File: config.mk
export PLATFORM = sky130hd
export DESIGN_NAME = pc_predict
export DESIGN_NICKNAME = d
export VERILOG_FILES = /design/src/rtl/pc_predict.sv
export SDC_FILE = /design/constraint.sdc
export NUM_CORES = 1
export LEC_CHECK = 0
export CAP_MARGIN = 10
export CORE_ASPECT_RATIO = 1.2
export CORE_MARGIN = 5
export CORE_UTILIZATION = 55
export DETAILED_ROUTE_END_ITERATION = 8
export PLACE_DENSITY = 0.76
export SETUP_SLACK_MARGIN = 0.1
export SLEW_MARGIN = 10
export SYNTH_ARGS = -nofsm -noshare
export SYNTH_HDL_FRONTEND = slang
export SYNTH_SLANG_ARGS = --single-unit
File: constraint.sdc
create_clock -name CLK -period 4.1 [get_ports CLK]
set_clock_uncertainty 0.1 [all_clocks]
set_input_delay 0.82 -clock CLK [delete_from_list [all_inputs] [get_ports CLK]]
set_output_delay 0.82 -clock CLK [all_outputs]
set_load 0.1 [all_outputs]
File: src/rtl/pc_predict.sv
// pc_predict: fetch-stage program counter with a direct-mapped BTB and
// saturating-counter direction prediction.
//
// Ports
//   CLK, RST        clock, synchronous active-high reset
//   pcEN            fetch advance enable (0 holds the PC)
//   imemaddr, npc   registered fetch PC and PC+4
//   pred_taken      current fetch is a BTB hit with a taken-leaning counter
//   pred_target     predicted next PC (npc when not predicted taken)
//   ex_redirect,    execute-stage correction, wins over stall and prediction
//   ex_correct_pc
//   ex_update,      training report from branch resolution
//   ex_pc, ex_taken,
//   ex_target

// One BTB entry: owns its valid/tag/target/counter and applies the training
// rule when the shared update port selects it.
module pc_predict_btb_entry #(
  parameter int TAG_W = 26,
  parameter int CTR_W = 2
) (
  input  logic             clk,
  input  logic             rst,
  input  logic             sel,       // ex_update addressed to this index
  input  logic [TAG_W-1:0] ex_tag,
  input  logic             ex_taken,
  input  logic [31:0]      ex_target,
  output logic             valid,
  output logic [TAG_W-1:0] tag,
  output logic [31:0]      target,
  output logic [CTR_W-1:0] ctr
);
  localparam logic [CTR_W-1:0] CTR_WEAK = CTR_W'(1) << (CTR_W-1);
  localparam logic [CTR_W-1:0] CTR_MAX  = '1;

  logic upd_hit;
  assign upd_hit = valid && (tag == ex_tag);

  // Only valid is reset; the payload is meaningless until valid is set.
  always_ff @(posedge clk) begin
    if (rst) begin
      valid <= 1'b0;
    end else if (sel) begin
      if (upd_hit) begin
        if (ex_taken) begin
          if (ctr != CTR_MAX) ctr <= ctr + CTR_W'(1);
          target <= ex_target;
        end else begin
          if (ctr != '0) ctr <= ctr - CTR_W'(1);
        end
      end else if (ex_taken) begin
        // Allocate or replace an aliasing entry, starting weakly taken.
        valid  <= 1'b1;
        tag    <= ex_tag;
        target <= ex_target;
        ctr    <= CTR_WEAK;
      end
    end
  end
endmodule

module pc_predict #(
  parameter logic [31:0] PC_RESET  = 32'h0000_0000,
  parameter int          BTB_DEPTH = 16,
  parameter int          CTR_W     = 2
) (
  input  logic        CLK,
  input  logic        RST,
  input  logic        pcEN,
  output logic [31:0] imemaddr,
  output logic [31:0] npc,
  output logic        pred_taken,
  output logic [31:0] pred_target,
  input  logic        ex_redirect,
  input  logic [31:0] ex_correct_pc,
  input  logic        ex_update,
  input  logic [31:0] ex_pc,
  input  logic        ex_taken,
  input  logic [31:0] ex_target
);
  localparam int IDX_W = $clog2(BTB_DEPTH);
  localparam int TAG_W = 30 - IDX_W;

  logic [BTB_DEPTH-1:0]            e_valid;
  logic [BTB_DEPTH-1:0][TAG_W-1:0] e_tag;
  logic [BTB_DEPTH-1:0][31:0]      e_target;
  logic [BTB_DEPTH-1:0][CTR_W-1:0] e_ctr;
  logic [BTB_DEPTH-1:0]            e_sel;

  logic [IDX_W-1:0] ex_idx, lk_idx;
  logic [TAG_W-1:0] ex_tag, lk_tag;
  logic             lk_hit;
  logic [31:0]      pc;

  // Byte-offset bits never take part in indexing or tagging.
  logic unused_lowbits;
  assign unused_lowbits = ^{ex_pc[1:0], pc[1:0]};

  assign ex_idx = ex_pc[IDX_W+1:2];
  assign ex_tag = ex_pc[31:IDX_W+2];
  assign lk_idx = pc[IDX_W+1:2];
  assign lk_tag = pc[31:IDX_W+2];

  for (genvar i = 0; i < BTB_DEPTH; i++) begin : g_btb
    assign e_sel[i] = ex_update && (ex_idx == IDX_W'(i));
    pc_predict_btb_entry #(.TAG_W(TAG_W), .CTR_W(CTR_W)) u_ent (
      .clk      (CLK),
      .rst      (RST),
      .sel      (e_sel[i]),
      .ex_tag   (ex_tag),
      .ex_taken (ex_taken),
      .ex_target(ex_target),
      .valid    (e_valid[i]),
      .tag      (e_tag[i]),
      .target   (e_target[i]),
      .ctr      (e_ctr[i])
    );
  end

  // Lookup sees registered BTB state, so a same-cycle write is not visible.
  assign lk_hit      = e_valid[lk_idx] && (e_tag[lk_idx] == lk_tag);
  assign npc         = pc + 32'd4;
  assign pred_taken  = lk_hit && e_ctr[lk_idx][CTR_W-1];
  assign pred_target = pred_taken ? e_target[lk_idx] : npc;
  assign imemaddr    = pc;

  // Redirect beats stall; pred_target already folds in the npc fallback.
  always_ff @(posedge CLK) begin
    if (RST)              pc <= PC_RESET;
    else if (ex_redirect) pc <= ex_correct_pc;
    else if (pcEN)        pc <= pred_target;
  end
endmodule

==> flow_results.org <==
** Critical path
- Critical path start-end classification :: register to output port
- Critical Path Source Type :: register
- RR Startpoint :: imemaddr[3]
- Worst Path Required :: 3180 ps
- The number of cells on the worst reg-to-reg path is 16.
- Setup slack on the worst flop-to-flop path :: 70 ps
- Worst setup path end :: pred_target[10]
- Data arrives at the worst endpoint at 4400 ps.
- In this run the critical register-to-register path is captured at imemaddr[23].
- STA classifies the critical path endpoint as an output port.
- Startpoint of the most critical setup path :: imemaddr[3]
- Of all nets on the critical path, the largest fanout is 8.

** Yosys
- Synthesis handed over a netlist of 2,785 instances.
- The mapped netlist covers 0.04584 sq mm.
- The average instance in the mapped netlist occupies 16.46 sq um.
- During synthesis, Yosys emitted a total of 0 warnings.
- Post-synth EDFFs :: 960
- The most used flip-flop cell after synthesis is sky130_fd_sc_hd__edfxtp_1.
- After synthesis the netlist holds a flip-flop and latch count of 1,008.
- Async set-reset flop share out of synthesis :: 0
- Sequential cell area fraction in the yosys report :: 0.6499
- Yosys cell types :: 70
- Synthesis produced a netlist with a net count of 2,888.

** Routing
- After the first detailed-routing iteration, the DRC count stood at 4,279.
- Final wirelength :: approximately 170,000 um
- The pre-antenna-repair detailed-routing pass consisted of 5 iterations.
- Top layer in use :: met5
- In the routed design, unresolved DRC markers number 0.
- WL per Instance :: 35.00 um
- Dividing the detail-routed via count by the number of cells gives around 6.5.
- The detailed router put a total of 55,830 um of wire on met1.
- Detailed route wirelength on metal2 :: 79,490 um
- Across all layers, the routed design uses between 30,000 and 40,000 vias.
- Summed over all nets, wire length on met3 after detailed routing comes to 16,800 um.
- The count of nets left with antenna violations once routing finished came out at 0.

** Clock tree
- TritonCTS clock tree :: done
- Post-CTS Hold Buffers :: 0
- CTS placed an instance of sky130_fd_sc_hd__clkbuf_16 at the clock tree root.
- Total CTS buffers :: 96
- In this run the number of H-tree levels came out at 3.
- Clock-pin slew was measured on the worst setup and hold paths at approximately 70 ps.
- In this run the deepest clock path goes through 3 buffers.
- For this design, the sink count on the clock tree is 1,008.
- Clock latency on the worst-skew pair :: 700 ps

** Pwr
- P_sw :: between 0.006 and 0.007 W
- Peak ir drop on the vdd network :: 0.5081 mV
- The share of total power dissipated in combinational logic is 0.142.
- Leakage component of the power :: 20.11 nW
- Design Power :: 0.02373 W
- Clock Power Share :: 0.376
- Net Sw Frac :: 0.2613
- For this design the ratio of total power to cell area is roughly 400 mW/mm^2.
- Of the total power, registers draw 0.482.
- Internal :: between 0.015 and 0.02 W

** Place
- Port buffering added 196 buffers.
- DP HPWL :: 108,400 um
- The congestion estimate from routability-driven global placement came to between 1 and 1.5.

** Layout
- At the end of the flow, the number of nets in the layout was roughly 3,600.
- Fill cell total of the finished layout :: 5,024
- Measured on the finished design, the core utilization comes to 0.7133.
- In the final layout, the share of cells above drive strength 1 is 0.3709.
- Syn-to-layout area delta :: 29.20%

** Timing
- Period minus WS final :: about 5300 ps
- Final hold violation count :: 0
- Slew Limit Fails :: 0
- On the final layout, the worst hold slack is 431.6 ps.
- Fin worst setup slack :: -1220 ps
- Based on the critical path, the design can be clocked at up to 0.1880 GHz.
- Setup repair after global routing could not meet its margin everywhere.
- Total setup violations reported at the end of the flow :: 49
- Worst-margin pin slew :: 1123 ps
- In this run the tightest slew margin relative to its limit is 0.2516.
- Dividing the final minimum period by the clock period gives 1.298.

** Floorplan
- Die Area :: around 0.089 sq mm
- For this configuration, the core starts out at a cell density of 0.5521.
- Core box area :: 0.08302 sq mm
- FP Rows :: 116
- Floorplan die width :: 273.5 um
- Number of primary I/O pins :: 199
- The die is 326.2 um tall.

** Flow run
- Across the run, the number of max-cap violations was 0.

** Global routing
- The total overflow left after global routing is 0.
- For this run, the total global-route usage over all layers was measured as 0.3563.
- First-pass GRT wire length :: 226,000 um
- The via count of the first global-routing pass came to 31,349.
- The number of antenna violations at the first check in global routing was 5.
- Entering global routing, the biggest net connects 81 pins.

** Worst hold path
- Kind of path behind the tightest hold check :: register to register

** Status
- Violated checks :: negative setup slack
- The flow ran to the end, but the final reports show violations.
## final cells by class
| cell class | count | area [sq um] | area share |
|---|---|---|---|
| antenna | 2 | 5.005 | 0.00008452 |
| clock buffer | 116 | 2487 | 0.04200 |
| clock inverter | 61 | 624.3 | 0.01054 |
| timing repair buffer | 813 | 8277 | 0.1398 |
| multi-input combinational | 1519 | 16240 | 0.2742 |
| tap | 1121 | 1403 | 0.02369 |
| inverter | 80 | 360.3 | 0.006085 |
| sequential | 1008 | 29820 | 0.5036 |
## layout by cell type (no fill, tap or decap), drive strengths merged, types with 50 or more instances in the layout
cell type	instances
inv	64
mux2i	115
nor4	83
nand3	58
xnor2	242
edfxtp	960
xor2	253
buf	715
nand4	81
nand2	95
clkinv	50
clkbuf	116
mux4	234
clkdlybuf4s50	98
## worst max-delay path, stage by stage (launching register included)
cell                         delay (ps)
sky130_fd_sc_hd__dfxtp_4            390
sky130_fd_sc_hd__buf_12             120
sky130_fd_sc_hd__buf_12             140
sky130_fd_sc_hd__buf_6              170
sky130_fd_sc_hd__mux2i_1            350
sky130_fd_sc_hd__a22oi_1            150
sky130_fd_sc_hd__buf_4              190
sky130_fd_sc_hd__o2111ai_1           90
sky130_fd_sc_hd__nand4_1            170
sky130_fd_sc_hd__nor4_2             340
sky130_fd_sc_hd__nand4_1            220
sky130_fd_sc_hd__nor3_4             260
sky130_fd_sc_hd__buf_12             140
sky130_fd_sc_hd__buf_16             170
sky130_fd_sc_hd__buf_12             180
sky130_fd_sc_hd__mux2i_4            290
sky130_fd_sc_hd__clkinvlp_4         140
sky130_fd_sc_hd__buf_12             180
## power groups by stage
stage / logic, W / registers, W / clock network [W]
finish: 0.00338 / 0.0114 / 0.00892
detailed placement: 0.00307 / 0.0117 / 0
global placement: 0.00303 / 0.0116 / 0
global route: 0.00347 / 0.0114 / 0.00942
floorplan: 0.00165 / 0.0118 / 0
CTS: 0.00326 / 0.0114 / 0.00893
## synth_stat cells (25+ instances only)
library cell	number	area, sq um
sky130_fd_sc_hd__a21oi_1	25	125.1
sky130_fd_sc_hd__buf_2	31	155.2
sky130_fd_sc_hd__clkbuf_1	99	371.6
sky130_fd_sc_hd__dfxtp_1	48	960.9
sky130_fd_sc_hd__edfxtp_1	960	28830
sky130_fd_sc_hd__inv_1	76	285.3
sky130_fd_sc_hd__mux2i_1	115	1151
sky130_fd_sc_hd__mux4_2	233	5248
sky130_fd_sc_hd__nand2_1	95	356.6
sky130_fd_sc_hd__nand3_1	58	290.3
sky130_fd_sc_hd__nand3b_1	31	232.7
sky130_fd_sc_hd__nand4_1	81	506.7
sky130_fd_sc_hd__nor2_1	42	157.7
sky130_fd_sc_hd__nor4_1	83	519.3
sky130_fd_sc_hd__o21ai_0	48	240.2
sky130_fd_sc_hd__o221ai_1	32	280.3
sky130_fd_sc_hd__xnor2_1	242	2120
sky130_fd_sc_hd__xor2_1	253	2216
## logic make-up (layout without fill, tap and decap cells)
| family | after synthesis | after routing | synth area share |
|---|---|---|---|
| buffers and inverters | 258 | 1070 | 0.02580 |
| adders and majority gates | 1 | 1 | 0.0002729 |
| AOI/OAI and AO/OA | 196 | 196 | 0.03025 |
| DFF | 1008 | 1008 | 0.6499 |
| xor gates and xnor gates | 495 | 495 | 0.09459 |
| and+or+nand+nor | 465 | 465 | 0.05582 |
| other | 0 | 2 | 0 |
| muxes | 362 | 362 | 0.1434 |
## repair_timing
action / CTS / global route
endpoints found under the setup margin: 71 / 81
buffers inserted: 56 / 14
pin swaps: 34 / 15
gates resized for setup: 137 / 78
cloned: 2 / 0
## how the worst min path moves through the flow
stage | from | end | slack, ps | cells after the start
5_1_grt | ex_pc[14] | g_btb[13].u_ent.tag[8] | 430 | 1
3_3_place_gp | g_btb[11].u_ent.valid | g_btb[11].u_ent.valid | 410 | 2
2_1_floorplan | g_btb[9].u_ent.valid | g_btb[9].u_ent.valid | 360 | 2
3_5_place_dp | g_btb[7].u_ent.valid | g_btb[7].u_ent.valid | 410 | 2
4_1_cts | ex_pc[8] | g_btb[9].u_ent.tag[2] | 400 | 1
6_report | g_btb[7].u_ent.valid | g_btb[7].u_ent.valid | 430 | 2
## flip-flops by register name, indices dropped and copies added, names as in the netlist
register            flops
g_btb.u_ent.ctr        32
g_btb.u_ent.target    512
g_btb.u_ent.valid      16
imemaddr               32
g_btb.u_ent.tag       416
## through the flow
stage / setup TNS, ps / setup WS, ps / std cells / area (sq um)
detailed placement: -19140 / -649.5 / 4479 / 54540
CTS: -39020 / -1204 / 4707 / 58730
global route: -43690 / -1323 / 4719 / 59210
global placement: -17080 / -579.4 / 4479 / 54540
floorplan: -18980 / -624.5 / 2785 / 46580
finish: -39450 / -1220 / 4720 / 59220
## metal layers
layer  global-route usage  vias up
met2               0.5765     2295
met4               0.2152        4
met1               0.4526    15708
li1                     -    12361
met5                    0        -
met3              0.06391      524
Power figures use the tool's default switching activity.
